### config.mk
export PLATFORM = sky130hd
export DESIGN_NAME = mc_control_unit_p_flat
export DESIGN_NICKNAME = d
export VERILOG_FILES = /design/src/rtl/mc_control_unit_p_if.sv /design/src/rtl/mc_control_unit_p.sv /design/src/flat_wrapper.sv
export SDC_FILE = /design/constraint.sdc
export NUM_CORES = 1
export LEC_CHECK = 0
export ABC_AREA = 1
export BUFFER_PORTS_ARGS = -buffer_cell sky130_fd_sc_hd__buf_2
export CAP_MARGIN = 20
export CELL_PAD_IN_SITES_DETAIL_PLACEMENT = 1
export CELL_PAD_IN_SITES_GLOBAL_PLACEMENT = 1
export CORE_ASPECT_RATIO = 1.25
export CORE_UTILIZATION = 30
export CTS_CLUSTER_DIAMETER = 50
export DETAILED_ROUTE_END_ITERATION = 10
export GPL_TIMING_DRIVEN = 0
export MAX_ROUTING_LAYER = met4
export PLACE_DENSITY = 0.8
export SLEW_MARGIN = 20
export SYNTH_ARGS = -nofsm -noshare
export SYNTH_HDL_FRONTEND = slang
export SYNTH_SLANG_ARGS = --single-unit
export TNS_END_PERCENT = 30
### constraint.sdc
create_clock -name clk -period 1.7 [get_ports clk]
set_input_delay 0.255 -clock clk [delete_from_list [all_inputs] [get_ports clk]]
set_output_delay 0.255 -clock clk [all_outputs]
set_load 0.01 [all_outputs]
### src/rtl/mc_control_unit_p_if.sv
// Control-unit <-> datapath bundle: IR/memory-ready in, control strobes out.
interface mc_control_unit_p_if #(
  parameter int INSTR_W = 16,
  parameter int ALUOP_W = 3
);
  logic [INSTR_W-1:0] instruction;
  logic               mem_ready;
  logic               pc_write;
  logic               pc_write_cond;
  logic               i_or_d;
  logic               mem_read;
  logic               mem_write;
  logic               ir_write;
  logic               reg_write;
  logic               reg_dst;
  logic [1:0]         mem_to_reg;
  logic               alu_src_a;
  logic [1:0]         alu_src_b;
  logic [ALUOP_W-1:0] alu_op;
  logic [1:0]         pc_src;
  logic               halted;
  logic               fault;
  logic               illegal_op;

  // Control unit side: consumes IR / ready, drives every strobe.
  modport master (
    input  instruction, mem_ready,
    output pc_write, pc_write_cond, i_or_d, mem_read, mem_write, ir_write,
           reg_write, reg_dst, mem_to_reg, alu_src_a, alu_src_b, alu_op,
           pc_src, halted, fault, illegal_op
  );

  // Datapath side.
  modport slave (
    output instruction, mem_ready,
    input  pc_write, pc_write_cond, i_or_d, mem_read, mem_write, ir_write,
           reg_write, reg_dst, mem_to_reg, alu_src_a, alu_src_b, alu_op,
           pc_src, halted, fault, illegal_op
  );
endinterface

### src/rtl/mc_control_unit_p.sv
// Parametrised multicycle Moore control unit with wait states, bounded
// memory-wait timeout (sticky FAULT), HALT and illegal-opcode pulse.
module mc_control_unit_p #(
  parameter int INSTR_W     = 16,
  parameter int OPC_W       = 4,
  parameter int ALUOP_W     = 3,
  parameter int MEM_WAIT_EN = 1,
  parameter int WAIT_MAX    = 15
) (
  input  logic                clk,
  input  logic                rst,
  mc_control_unit_p_if.master bus
);

  typedef enum logic [3:0] {
    S_IDLE, S_FETCH, S_DECODE, S_MEM_RD, S_MEM_WB, S_MEM_WR, S_JMP,
    S_BRZ, S_EXEC_R, S_WB_R, S_EXEC_I, S_WB_I, S_HALT, S_FAULT
  } state_t;

  localparam logic [OPC_W-1:0] OP_LOAD  = OPC_W'(4'b0000);
  localparam logic [OPC_W-1:0] OP_STORE = OPC_W'(4'b0001);
  localparam logic [OPC_W-1:0] OP_JUMP  = OPC_W'(4'b0010);
  localparam logic [OPC_W-1:0] OP_BRZ   = OPC_W'(4'b0011);
  localparam logic [OPC_W-1:0] OP_HALT  = OPC_W'(4'b0100);
  localparam logic [OPC_W-1:0] OP_RTYPE = OPC_W'(4'b1000);
  localparam logic [OPC_W-1:0] OP_ADDI  = OPC_W'(4'b1100);
  localparam logic [OPC_W-1:0] OP_SUBI  = OPC_W'(4'b1101);
  localparam logic [OPC_W-1:0] OP_ANDI  = OPC_W'(4'b1110);
  localparam logic [OPC_W-1:0] OP_ORI   = OPC_W'(4'b1111);

  localparam logic [ALUOP_W-1:0] ALU_ADD = ALUOP_W'(0);
  localparam logic [ALUOP_W-1:0] ALU_SUB = ALUOP_W'(1);

  // Counter only ever needs to reach WAIT_MAX-1: the next miss is the timeout.
  localparam int WCNT_W = (WAIT_MAX > 1) ? $clog2(WAIT_MAX + 1) : 1;
  localparam logic [WCNT_W-1:0] WAIT_LAST = WCNT_W'((WAIT_MAX == 0) ? 0 : WAIT_MAX - 1);

  state_t              r_state, w_state_nxt;
  logic [WCNT_W-1:0]   r_wait;
  logic [OPC_W-1:0]    w_opc;
  logic [ALUOP_W-1:0]  w_func;
  logic                w_ready;
  logic                w_waitst;
  logic                w_timeout;
  logic                w_unused_ok;

  assign w_opc     = bus.instruction[INSTR_W-1 -: OPC_W];
  assign w_func    = bus.instruction[ALUOP_W-1:0];
  assign w_ready   = (MEM_WAIT_EN != 0) ? bus.mem_ready : 1'b1;
  assign w_waitst  = (r_state == S_FETCH) || (r_state == S_MEM_RD) || (r_state == S_MEM_WR);
  // Fires on the WAIT_MAX-th consecutive not-ready cycle of one access.
  assign w_timeout = (WAIT_MAX != 0) && !w_ready && (r_wait == WAIT_LAST);
  // Address/immediate bits belong to the datapath, not the controller.
  assign w_unused_ok = ^bus.instruction;

  // State register; async reset drops every strobe immediately via IDLE decode.
  always_ff @(posedge clk or negedge rst) begin
    if (!rst) r_state <= S_IDLE;
    else      r_state <= w_state_nxt;
  end

  // Per-access wait counter: cleared whenever the state changes.
  always_ff @(posedge clk or negedge rst) begin
    if (!rst)                                       r_wait <= '0;
    else if (w_state_nxt != r_state)                r_wait <= '0;
    else if (WAIT_MAX != 0 && w_waitst && !w_ready) r_wait <= r_wait + 1'b1;
  end

  // Next state and Moore control decode (PC/IR strobes gated by ready in FETCH).
  always_comb begin
    w_state_nxt       = r_state;
    bus.pc_write      = 1'b0;
    bus.pc_write_cond = 1'b0;
    bus.i_or_d        = 1'b0;
    bus.mem_read      = 1'b0;
    bus.mem_write     = 1'b0;
    bus.ir_write      = 1'b0;
    bus.reg_write     = 1'b0;
    bus.reg_dst       = 1'b0;
    bus.mem_to_reg    = 2'b00;
    bus.alu_src_a     = 1'b0;
    bus.alu_src_b     = 2'b00;
    bus.alu_op        = ALU_ADD;
    bus.pc_src        = 2'b00;
    bus.halted        = 1'b0;
    bus.fault         = 1'b0;
    bus.illegal_op    = 1'b0;
    case (r_state)
      S_IDLE: w_state_nxt = S_FETCH;
      S_FETCH: begin
        bus.mem_read  = 1'b1;
        bus.alu_src_b = 2'b01;
        bus.ir_write  = w_ready;
        bus.pc_write  = w_ready;
        if (w_ready)        w_state_nxt = S_DECODE;
        else if (w_timeout) w_state_nxt = S_FAULT;
      end
      S_DECODE: begin
        bus.alu_src_b = 2'b10;
        case (w_opc)
          OP_LOAD:  w_state_nxt = S_MEM_RD;
          OP_STORE: w_state_nxt = S_MEM_WR;
          OP_JUMP:  w_state_nxt = S_JMP;
          OP_BRZ:   w_state_nxt = S_BRZ;
          OP_HALT:  w_state_nxt = S_HALT;
          OP_RTYPE: w_state_nxt = S_EXEC_R;
          OP_ADDI, OP_SUBI, OP_ANDI, OP_ORI: w_state_nxt = S_EXEC_I;
          default: begin
            bus.illegal_op = 1'b1;
            w_state_nxt    = S_FETCH;
          end
        endcase
      end
      S_MEM_RD: begin
        bus.mem_read = 1'b1;
        bus.i_or_d   = 1'b1;
        if (w_ready)        w_state_nxt = S_MEM_WB;
        else if (w_timeout) w_state_nxt = S_FAULT;
      end
      S_MEM_WB: begin
        bus.reg_write  = 1'b1;
        bus.mem_to_reg = 2'b01;
        w_state_nxt    = S_FETCH;
      end
      S_MEM_WR: begin
        bus.mem_write = 1'b1;
        bus.i_or_d    = 1'b1;
        if (w_ready)        w_state_nxt = S_FETCH;
        else if (w_timeout) w_state_nxt = S_FAULT;
      end
      S_JMP: begin
        bus.pc_write = 1'b1;
        bus.pc_src   = 2'b10;
        w_state_nxt  = S_FETCH;
      end
      S_BRZ: begin
        bus.alu_src_a     = 1'b1;
        bus.alu_op        = ALU_SUB;
        bus.pc_write_cond = 1'b1;
        bus.pc_src        = 2'b01;
        w_state_nxt       = S_FETCH;
      end
      S_EXEC_R: begin
        bus.alu_src_a = 1'b1;
        bus.alu_op    = w_func;
        w_state_nxt   = S_WB_R;
      end
      S_WB_R: begin
        bus.reg_write = 1'b1;
        bus.reg_dst   = 1'b1;
        w_state_nxt   = S_FETCH;
      end
      S_EXEC_I: begin
        // Opcode low bits map straight onto ADD/SUB/AND/OR; logic ops zero-extend.
        bus.alu_src_a = 1'b1;
        bus.alu_src_b = w_opc[1] ? 2'b11 : 2'b10;
        bus.alu_op    = ALUOP_W'(w_opc[1:0]);
        w_state_nxt   = S_WB_I;
      end
      S_WB_I: begin
        bus.reg_write = 1'b1;
        w_state_nxt   = S_FETCH;
      end
      S_HALT:  bus.halted = 1'b1;
      S_FAULT: bus.fault  = 1'b1;
      default: w_state_nxt = S_IDLE;
    endcase
  end

endmodule

### src/flat_wrapper.sv
// flat-port wrapper written by rule: the top's interface ports become plain ports
module mc_control_unit_p_flat 
#(
  parameter int INSTR_W     = 16,
  parameter int OPC_W       = 4,
  parameter int ALUOP_W     = 3,
  parameter int MEM_WAIT_EN = 1,
  parameter int WAIT_MAX    = 15
)
  (clk, rst, bus_instruction, bus_mem_ready, bus_pc_write, bus_pc_write_cond, bus_i_or_d, bus_mem_read, bus_mem_write, bus_ir_write, bus_reg_write, bus_reg_dst, bus_mem_to_reg, bus_alu_src_a, bus_alu_src_b, bus_alu_op, bus_pc_src, bus_halted, bus_fault, bus_illegal_op);
  mc_control_unit_p_if #(.INSTR_W(INSTR_W), .ALUOP_W(ALUOP_W)) bus_i ();
  input  logic clk;
  input  logic rst;
  input wire logic [$bits(bus_i.instruction)-1:0] bus_instruction;
  input wire logic [$bits(bus_i.mem_ready)-1:0] bus_mem_ready;
  output wire logic [$bits(bus_i.pc_write)-1:0] bus_pc_write;
  output wire logic [$bits(bus_i.pc_write_cond)-1:0] bus_pc_write_cond;
  output wire logic [$bits(bus_i.i_or_d)-1:0] bus_i_or_d;
  output wire logic [$bits(bus_i.mem_read)-1:0] bus_mem_read;
  output wire logic [$bits(bus_i.mem_write)-1:0] bus_mem_write;
  output wire logic [$bits(bus_i.ir_write)-1:0] bus_ir_write;
  output wire logic [$bits(bus_i.reg_write)-1:0] bus_reg_write;
  output wire logic [$bits(bus_i.reg_dst)-1:0] bus_reg_dst;
  output wire logic [$bits(bus_i.mem_to_reg)-1:0] bus_mem_to_reg;
  output wire logic [$bits(bus_i.alu_src_a)-1:0] bus_alu_src_a;
  output wire logic [$bits(bus_i.alu_src_b)-1:0] bus_alu_src_b;
  output wire logic [$bits(bus_i.alu_op)-1:0] bus_alu_op;
  output wire logic [$bits(bus_i.pc_src)-1:0] bus_pc_src;
  output wire logic [$bits(bus_i.halted)-1:0] bus_halted;
  output wire logic [$bits(bus_i.fault)-1:0] bus_fault;
  output wire logic [$bits(bus_i.illegal_op)-1:0] bus_illegal_op;
  assign bus_i.instruction = bus_instruction;
  assign bus_i.mem_ready = bus_mem_ready;
  assign bus_pc_write = bus_i.pc_write;
  assign bus_pc_write_cond = bus_i.pc_write_cond;
  assign bus_i_or_d = bus_i.i_or_d;
  assign bus_mem_read = bus_i.mem_read;
  assign bus_mem_write = bus_i.mem_write;
  assign bus_ir_write = bus_i.ir_write;
  assign bus_reg_write = bus_i.reg_write;
  assign bus_reg_dst = bus_i.reg_dst;
  assign bus_mem_to_reg = bus_i.mem_to_reg;
  assign bus_alu_src_a = bus_i.alu_src_a;
  assign bus_alu_src_b = bus_i.alu_src_b;
  assign bus_alu_op = bus_i.alu_op;
  assign bus_pc_src = bus_i.pc_src;
  assign bus_halted = bus_i.halted;
  assign bus_fault = bus_i.fault;
  assign bus_illegal_op = bus_i.illegal_op;
  mc_control_unit_p #(.INSTR_W(INSTR_W), .OPC_W(OPC_W), .ALUOP_W(ALUOP_W), .MEM_WAIT_EN(MEM_WAIT_EN), .WAIT_MAX(WAIT_MAX)) u_core (.clk(clk), .rst(rst), .bus(bus_i));
endmodule
## Yosys cells after proc, flatten, opt, wreduce, memory -nomap -nowiden

Cells that the tools add are included.

| storage, ports and cells | value |
|---|---|
| flip-flop bits (word level) | 8 |
| output and inout port bits | 21 |

| cells by class | value |
|---|---|
| eq/ne operators | 24 |
| mux-type cells | 26 |
| add/subtract/negate cells | 1 |
| reductions and logical operators | 16 |

Operator list:

| cell | number |
|---|---|
| $eq A4 B4 Y1 const B | 12 |
| $pmux W4 S8 | 1 |
| $pmux W4 S7 | 1 |
| $mux W4 | 6 |
| $eq A4 B3 Y1 const B | 5 |
| $eq A4 B2 Y1 const B | 4 |
| $mux W1 | 14 |
| $reduce_or A10 Y1 | 1 |
| $pmux W3 S3 | 1 |
| $eq A4 B1 Y1 const B | 2 |
| $logic_not A4 Y1 | 2 |
| $pmux W2 S3 | 1 |
| $reduce_or A2 Y1 | 3 |
| $reduce_or A3 Y1 | 2 |
| $reduce_or A6 Y1 | 1 |
| $add A4 B1 Y4 const B | 1 |
| $ne A4 B4 Y1 | 1 |
| $pmux W2 S2 | 1 |
| $reduce_or A4 Y1 | 1 |
| $logic_and A1 B1 Y1 | 2 |
| $logic_or A1 B1 Y1 | 2 |
| $pmux W1 S2 | 1 |
| $reduce_bool A2 Y1 | 1 |
| $logic_not A1 Y1 | 1 |

## Depth between registers and ports, before layout

Gate-level depths: netlist (run 1).

| logic depth | value |
|---|---|
| depth in word-level cells | 7 |
| depth in mapped cells | 13 |

## Worst setup path before layout (run 1)

OpenSTA, ideal clock, no wires.

| timing path | value |
|---|---|
| path type | reg2reg |
| from | register u_core.r_state[3] |
| to | register u_core.r_wait[0] |
| cell stages (with the launch flop) | 10 |
| path buffers | 1 |
| setup time | 120 ps |
| path slack | 269 ps |
| data required time | 1580 ps |
| clock period less this slack | 1431 ps |
| arrival time | 1311 ps |
| path through | dfrtp_1 -> buf_6 -> inv_4 -> nand2_1 -> nor2_1 -> inv_1 -> nor2_1 -> nor2_2 -> nand3_2 -> nor2_1 |

| between the ends | value |
|---|---|
| cells in the longest elaborated chain, start to end | 5 |
| elaborated cells on any way between the ends | 27 |

Ends and longest elaborated chain:

| item | line | RTL |
|---|---|---|
| from (decl) | mc_control_unit_p.sv:38 | `state_t r_state, w_state_nxt;` |
| from (signal assigned) | mc_control_unit_p.sv:59 | `else r_state <= w_state_nxt;` |
| $eq A4 B3 Y1, or another cell as far along | mc_control_unit_p.sv:88 | `case (r_state)` |
| $reduce_or A6 Y1 (no source line), or another cell as far along | - |  |
| $pmux W4 S8 or $logic_or A1 B1 Y1 (tied branches) | mc_control_unit_p.sv:88, mc_control_unit_p.sv:50 |  |
| $ne A4 B4 Y1 or $logic_and A1 B1 Y1 (tied branches) | mc_control_unit_p.sv:65, mc_control_unit_p.sv:66 |  |
| $mux W4 or $reduce_bool A2 Y1 (tied branches) | - |  |
| to (signal assigned) | mc_control_unit_p.sv:66 | `else if (WAIT_MAX != 0 && w_waitst && !w_ready) r_wait <= r_wait + 1'b1;` |
| to (decl) | mc_control_unit_p.sv:39 | `logic [WCNT_W-1:0] r_wait;` |

Several ways; a longest one is shown, not always the timed one.
A chain may end at the register's enable or synchronous reset.

## Final worst setup path (run 1)

| timing path | value |
|---|---|
| from | register u_core.r_state[3] |
| to | output bus_alu_op[0] |

| between the ends | value |
|---|---|
| cells in the longest elaborated chain, start to end | 2 |
| elaborated cells on any way between the ends | 4 |

Ends and longest elaborated chain:

| item | line | RTL |
|---|---|---|
| $eq A4 B4 Y1 or $eq A4 B3 Y1 (tied branches) | mc_control_unit_p.sv:88 |  |
| $pmux W3 S3 (*) | mc_control_unit_p.sv:88 |  |
| to (decl) | flat_wrapper.sv:27 | `output wire logic [$bits(bus_i.alu_op)-1:0] bus_alu_op;` |

Every way passes the cells marked *; elsewhere a longest branch is shown, timed or not.

==> results of run 1 <==
==> power breakdown <==
group | internal, mW | switching, mW
combinational | 0.531 | 0.918
clock | 0.0808 | 0.0645
sequential | 0.248 | 0.0597
==> logic make-up (layout without fill, tap and decap cells) <==
kind of cell,Yosys count,after routing,share of synthesized area
simple gates,95,95,0.479
buf+inv,32,74,0.176
flops,8,8,0.220
fa+ha+maj,2,2,0.0275
other cells,1,1,0.00412
xor+xnor,3,3,0.0289
compound gates,10,10,0.0646
==> worst paths after layout <==
kind,to,slack [ns]
max in group asynchronous,u_core.r_state[1]$_DFF_PN0_,1.13
min in group clk,u_core.r_state[2]$_DFF_PN0_,0.45
hold reg to reg,u_core.r_wait[3]$_DFFE_PN0P_,0.59
hold / removal,u_core.r_state[3]$_DFF_PN0_,0.38
setup / recovery,bus_alu_op[0],0.01
setup reg to reg,u_core.r_wait[1]$_DFFE_PN0P_,0.09
==> through the flow <==
step	utilization	instances	setup WS [ns]
floorplan	-	151	0.269
global placement	0.377	216	0.0740
detailed placement	0.377	216	-0.0149
CTS	0.401	220	-0.0281
global route	0.441	229	-0.0682
finish	0.441	229	0.0106
==> layout make-up <==
| type | instances | area [sq um] | share of cell area |
|---|---|---|---|
| Inverter | 27 | 119 | 0.0923 |
| Sequential cell | 8 | 201 | 0.156 |
| Buffer | 5 | 48.8 | 0.0379 |
| Clock buffer | 3 | 22.5 | 0.0175 |
| Multi-Input combinational cell | 111 | 628 | 0.488 |
| Timing Repair Buffer | 39 | 223 | 0.173 |
| Tap cell | 36 | 45.0 | 0.0350 |
==> metal layers <==
layer / vias to the layer above / share of wire / track usage
met3: 2 / 0.023 / 0.00725
met4: 0 / 0.0023 / 0.0405
li1: 542 / - / -
met1: 509 / 0.39 / 0.198
met2: 24 / 0.58 / 0.370
met5: - / 0 / -
==> sequential cells by signal, indices dropped and copies added, names as in the netlist <==
name,cells
u_core.r_wait,4
u_core.r_state,4
==> Yosys cell counts (all sizes together), types with 2 or more instances <==
library cell,instances,area [sq um]
buf,5,48.8
o22ai,2,12.5
nor2,34,145
o21ai,3,15.0
xor2,3,26.3
dfrtp,8,200
ha,2,25.0
a21oi,4,23.8
nand2,44,175
inv,27,111
nor4,2,12.5
nand4,2,12.5
nand3,11,80.1
==> repair_timing <==
item / in CTS / in global routing
endpoints found under the setup margin: 7 / 10
resized for setup: 11 / 19
pin swaps: 1 / 10
hold endpoints to repair: 8 / 0
cloned: 0 / 0
setup buffers: 0 / 9
hold buffers: 1 / 0
==> critical path, cell delays in order, from the launching register on <==
cell      delay (ns)
dfrtp_1         0.35
buf_6           0.13
inv_8           0.05
nor2_4          0.13
inv_4           0.07
nor2_4          0.11
inv_2           0.04
o211ai_1        0.15
buf_2           0.15
==> results.md, run 1 <==
- Unrepaired setup endpoints after global routing: yes
- CP required: 1.44 ns
- Most common cell after layout, fill and taps aside: nand2_1
- Top Ports: 40
- Final Cycle Share: 0.994
- Clock Sinks: 8
- Clk buf depth: 2
- Inserted Diodes: 0
- H-tree Lvls: 1
- Fillers: 418
- Chip width: 51.3 um
- Routability cong.: 0.789
- Maximum VDD drop: 635 uV
- FF+latch count, synth: 8
- Number of synthesized flops with an enable pin: 0
- Crit start category: flip-flop
- Fmax: 592 MHz
- Antenna-violating nets left: 0
- Port buffer count: 29
- Skew final: 0.00481 ns
- Die area: 3260 sq um
- Crit path max fanout: 5
- Distinct cell type count after synthesis: 27
- Vias per inst: 4.70
- Ys flop type: dfrtp_1
- Post-synthesis sequential area ratio: 0.220
- Initial core utilization: 0.312
- Residual DRC: 0
- DRT iter0 DRCs: 5
- Total track usage: 0.187
- Pwr Total: 1.90 mW
- Most frequent cells in the layout: 35 x nand2_1, 29 x buf_2, 20 x nor2_1, 19 x inv_1, 11 x buf_4
- Worst min-delay path class: in -> async
- Asr flop ratio synth: 1.00
- Setup TNS: 0 ns
- Root buf cell: clkbuf_4
- Hold Slack: 0.377 ns
- Fin. Hold Viols: 0
- Vias in the first global route: 1,027
- Cells after synthesis: 151
- Final Setup Violations: 0
- WL final: 3090 um
- Crit path from: u_core.r_state[3]$_DFF_PN0_
- Max Slew Vio Count: 0
- Syn nets: 172
- DRT Pass-1 Iters: 4
- Via Count: 1,077
- P&R area growth vs syn: 41.3%
- Post-Syn Area per Cell: 6.03 sq um
- Max-cap violations: 0
- Mapped cell area: 911 sq um
- Clk_lat worst skew: 0.25 ns
- Global-route wire length before repair: 4530 um
- Core area: 2920 sq um
- Final Cell Area: 1290 sq um
- Placed Area: 1100 sq um
- Pin count of the biggest net entering global routing: 10
- Share of cells above drive strength 1: 0.440
- Clock transition at the registers of the reported paths: 0.06 ns
- Worst setup EP type: output port
- Chip height: 63.6 um
- Critical path type: reg -> out
- Grt total ovfl: 0
- Status: complete, no violations
- DP HPWL: 2340 um
- Cell depth of the worst flop-to-flop path: 12
- CP Data Arrival Time: 1.43 ns
- Leakage: 0.763 nW
- Inserted Clock Buffers: 3
- Routed wire length per instance: 13.5 um
- Row cnt: 22
- FF-to-FF Start: u_core.r_wait[0]$_DFFE_PN0P_
- Pwr Density: 1480 nW/um^2
- Crit path time final: 1.69 ns
- Antenna violations before repair: 0
- Yosys Warn Count: 0
- # nets final: 216
- CTS tree: built
Power figures use the tool's default switching activity.
==> inputs of run 2 (changes only) <==
--- a/config.mk
+++ b/config.mk
@@ -13,10 +13,11 @@
 export CORE_ASPECT_RATIO = 1.25
 export CORE_UTILIZATION = 30
 export CTS_CLUSTER_DIAMETER = 50
+export CTS_CLUSTER_SIZE = 28
 export DETAILED_ROUTE_END_ITERATION = 10
 export GPL_TIMING_DRIVEN = 0
 export MAX_ROUTING_LAYER = met4
-export PLACE_DENSITY = 0.8
+export PLACE_DENSITY = 0.75
 export SLEW_MARGIN = 20
 export SYNTH_ARGS = -nofsm -noshare
 export SYNTH_HDL_FRONTEND = slang
==> results.md, run 2 (synthesis gave the netlist of run 1 again) <==
- Chip height: 63.6 um (unchanged)
- Net Sw Power: 1.11 mW (+6.6%)
- WL met1: 1220 um (+1.2%)
- P&R area growth vs syn: 47.7%
- Share of cells above drive strength 1: 0.447 (+0.00629)
- Residual DRC: 0 (unchanged)
- Pwr Density: 1540 nW/um^2 (+4.4%)
- Setup slack, reg-to-reg: 0.08 ns (about the same)
- # nets final: 220 (+1.9%)
- Max-cap violations: 0 (unchanged)
- Routed wire length per instance: 13.0 um (-3.2%)
- Chip width: 51.3 um (unchanged)
- Gate power share: 0.776 (+0.014)
- Pin count of the biggest net entering global routing: 10 (unchanged)
- Clock transition at the registers of the reported paths: 0.06 ns (about the same)
- Fmax: 599 MHz (+1.2%)
- Inserted Clock Buffers: 3 (unchanged)
- Most common cell after layout, fill and taps aside: nand2_1
- Maximum VDD drop: 660 uV (+3.9%)
- Final Setup Violations: 0 (unchanged)
- Top Ports: 40 (unchanged)
- Most frequent cells in the layout: 37 x nand2_1, 28 x buf_2, 20 x nor2_1, 19 x inv_1, 15 x buf_4
- Via Count: 1,114 (+3.4%)
- CP Data Arrival Time: 1.42 ns (about the same)
- CP required: 1.44 ns (about the same)
- DRT iter0 DRCs: 6 (+1)
- Total track usage: 0.182 (-0.00576)
- Vias in the first global route: 1,012 (-1.5%)
- Setup ws final: 0.0298 ns (+0.0192 ns)
- Met2 wire length: 1680 um (-6.7%)
- H-tree Lvls: 1 (unchanged)
- Worst setup EP type: output port
- Worst min-delay path class: in -> async
- Root buf cell: clkbuf_4
- WL final: 3040 um (-1.6%)
- Met3 WL: 72 um (+2.9%)
- DP HPWL: 2270 um (-3.2%)
- Placed insts: 216 (unchanged)
- Clock Sinks: 8 (unchanged)
- Clock power frac: 0.069 (-0.007)
- Skew final: 0.00471 ns (-0.0000979 ns)
- CTS tree: built
- Max Slew Vio Count: 0 (unchanged)
- Critical path type: reg -> out
- Vias per inst: 4.78 (+1.7%)
- Global-route wire length before repair: 4390 um (-3.0%)
- Sequential share of power: 0.154 (-0.008)
- Leakage: 0.777 nW (+1.9%)
- Crit path max fanout: 7 (+2)
- Port buffer count: 29 (unchanged)
- Unrepaired setup endpoints after global routing: yes
- Core area: 2920 sq um (unchanged)
- Antenna violations before repair: 0 (unchanged)
- Fin. Hold Viols: 0 (unchanged)
- Max Used Layer: met4
- Setup WS pre-CTS: 0.0517 ns (+0.0666 ns)
- Initial core utilization: 0.312 (unchanged)
- Final Cycle Share: 0.982 (-0.0113)
- Pwr Total: 2.08 mW (+9.1%)
- Switch share: 0.536 (-0.0124)
- Antenna-violating nets left: 0 (unchanged)
- Clk_lat worst skew: 0.25 ns (about the same)
- Die area: 3260 sq um (unchanged)
- Largest registers: u_core.r_state: 4 flops, u_core.r_wait: 4 flops
- Routability cong.: 0.794 (+0.70%)
- Non-Filler Instances: 233 (+1.7%)
- DRT Pass-1 Iters: 3 (-1)
- Clk buf depth: 2 (unchanged)
- Row cnt: 22 (unchanged)
- Crit path time final: 1.67 ns (-0.0192 ns)
- Crit start category: flip-flop
- Grt total ovfl: 0 (unchanged)
- Status: complete, no violations
- Design internal power: 964 uW (+12%)
- Inserted Diodes: 0 (unchanged)
run 2: changes by cell type in the layout (fill, tap and decap cells not counted), sizes merged:
cell  previous run  this run
buf             43        47
run 2: layout make-up:
| class | instances | area [sq um] |
|---|---|---|
| Sequential cell | 8 | 201 |
| Fill cell | 410 | 1570 |
| Buffer | 5 | 48.8 |
| Inverter | 27 | 119 |
| Multi-Input combinational cell | 111 | 649 |
| Tap cell | 36 | 45.0 |
| Timing Repair Buffer | 43 | 259 |
| Clock buffer | 3 | 22.5 |
run 2: metrics by stage:
stage          utilization  hold slack, ns  TNS, ns  area (sq um)
6_report             0.461           0.375        0          1350
3_5_place_dp         0.377           0.110        0          1100
4_1_cts              0.406           0.378  -0.0120          1180
5_1_grt              0.461           0.411   -0.101          1350
2_1_floorplan            -         -0.0406        0           911
3_3_place_gp         0.377           0.103        0          1100
run 2: metal layers:
layer | global-route usage | vias to the layer above
met4 | 0.0676 | 0
li1 | - | 554
met3 | 0.0169 | 6
met2 | 0.345 | 22
met5 | - | -
met1 | 0.185 | 532
run 2: worst max-delay path, cell delays in order, from the launching register on:
cell and delay (ns):
dfrtp_1 0.37, buf_6 0.14, nor2_4 0.14, inv_4 0.06, nor2_4 0.09, inv_2 0.04, o211ai_1 0.16, buf_2 0.16
run 2: final timing paths:
path	from	endpoint	cells past startpoint
setup reg to reg	u_core.r_state[2]$_DFF_PN0_	u_core.r_wait[1]$_DFFE_PN0P_	11
hold reg to reg	u_core.r_wait[3]$_DFFE_PN0P_	u_core.r_wait[3]$_DFFE_PN0P_	2
setup / recovery	u_core.r_state[2]$_DFF_PN0_	bus_alu_op[0]	7
min in group clk	bus_mem_ready	u_core.r_state[2]$_DFF_PN0_	5
max in group asynchronous	rst	u_core.r_state[1]$_DFF_PN0_	2
hold / removal	rst	u_core.r_state[3]$_DFF_PN0_	2
run 2: what timing repair did:
action | in CTS | in global routing
buffers inserted | 2 | 11
hold buffers | 1 | 0
hold endpoints to repair | 8 | 0
gates resized for setup | 12 | 20
pin swaps | 2 | 6
endpoints found under the setup margin | 5 | 9
run 2: power groups by stage:
stage / Combinational [mW] / Clock [mW] / Sequential, mW
3_3_place_gp: 1.16 / 0 / 0.305
3_5_place_dp: 1.20 / 0 / 0.303
2_1_floorplan: 0.857 / 0 / 0.290
6_report: 1.61 / 0.144 / 0.321
4_1_cts: 1.29 / 0.152 / 0.307
5_1_grt: 1.75 / 0.157 / 0.328
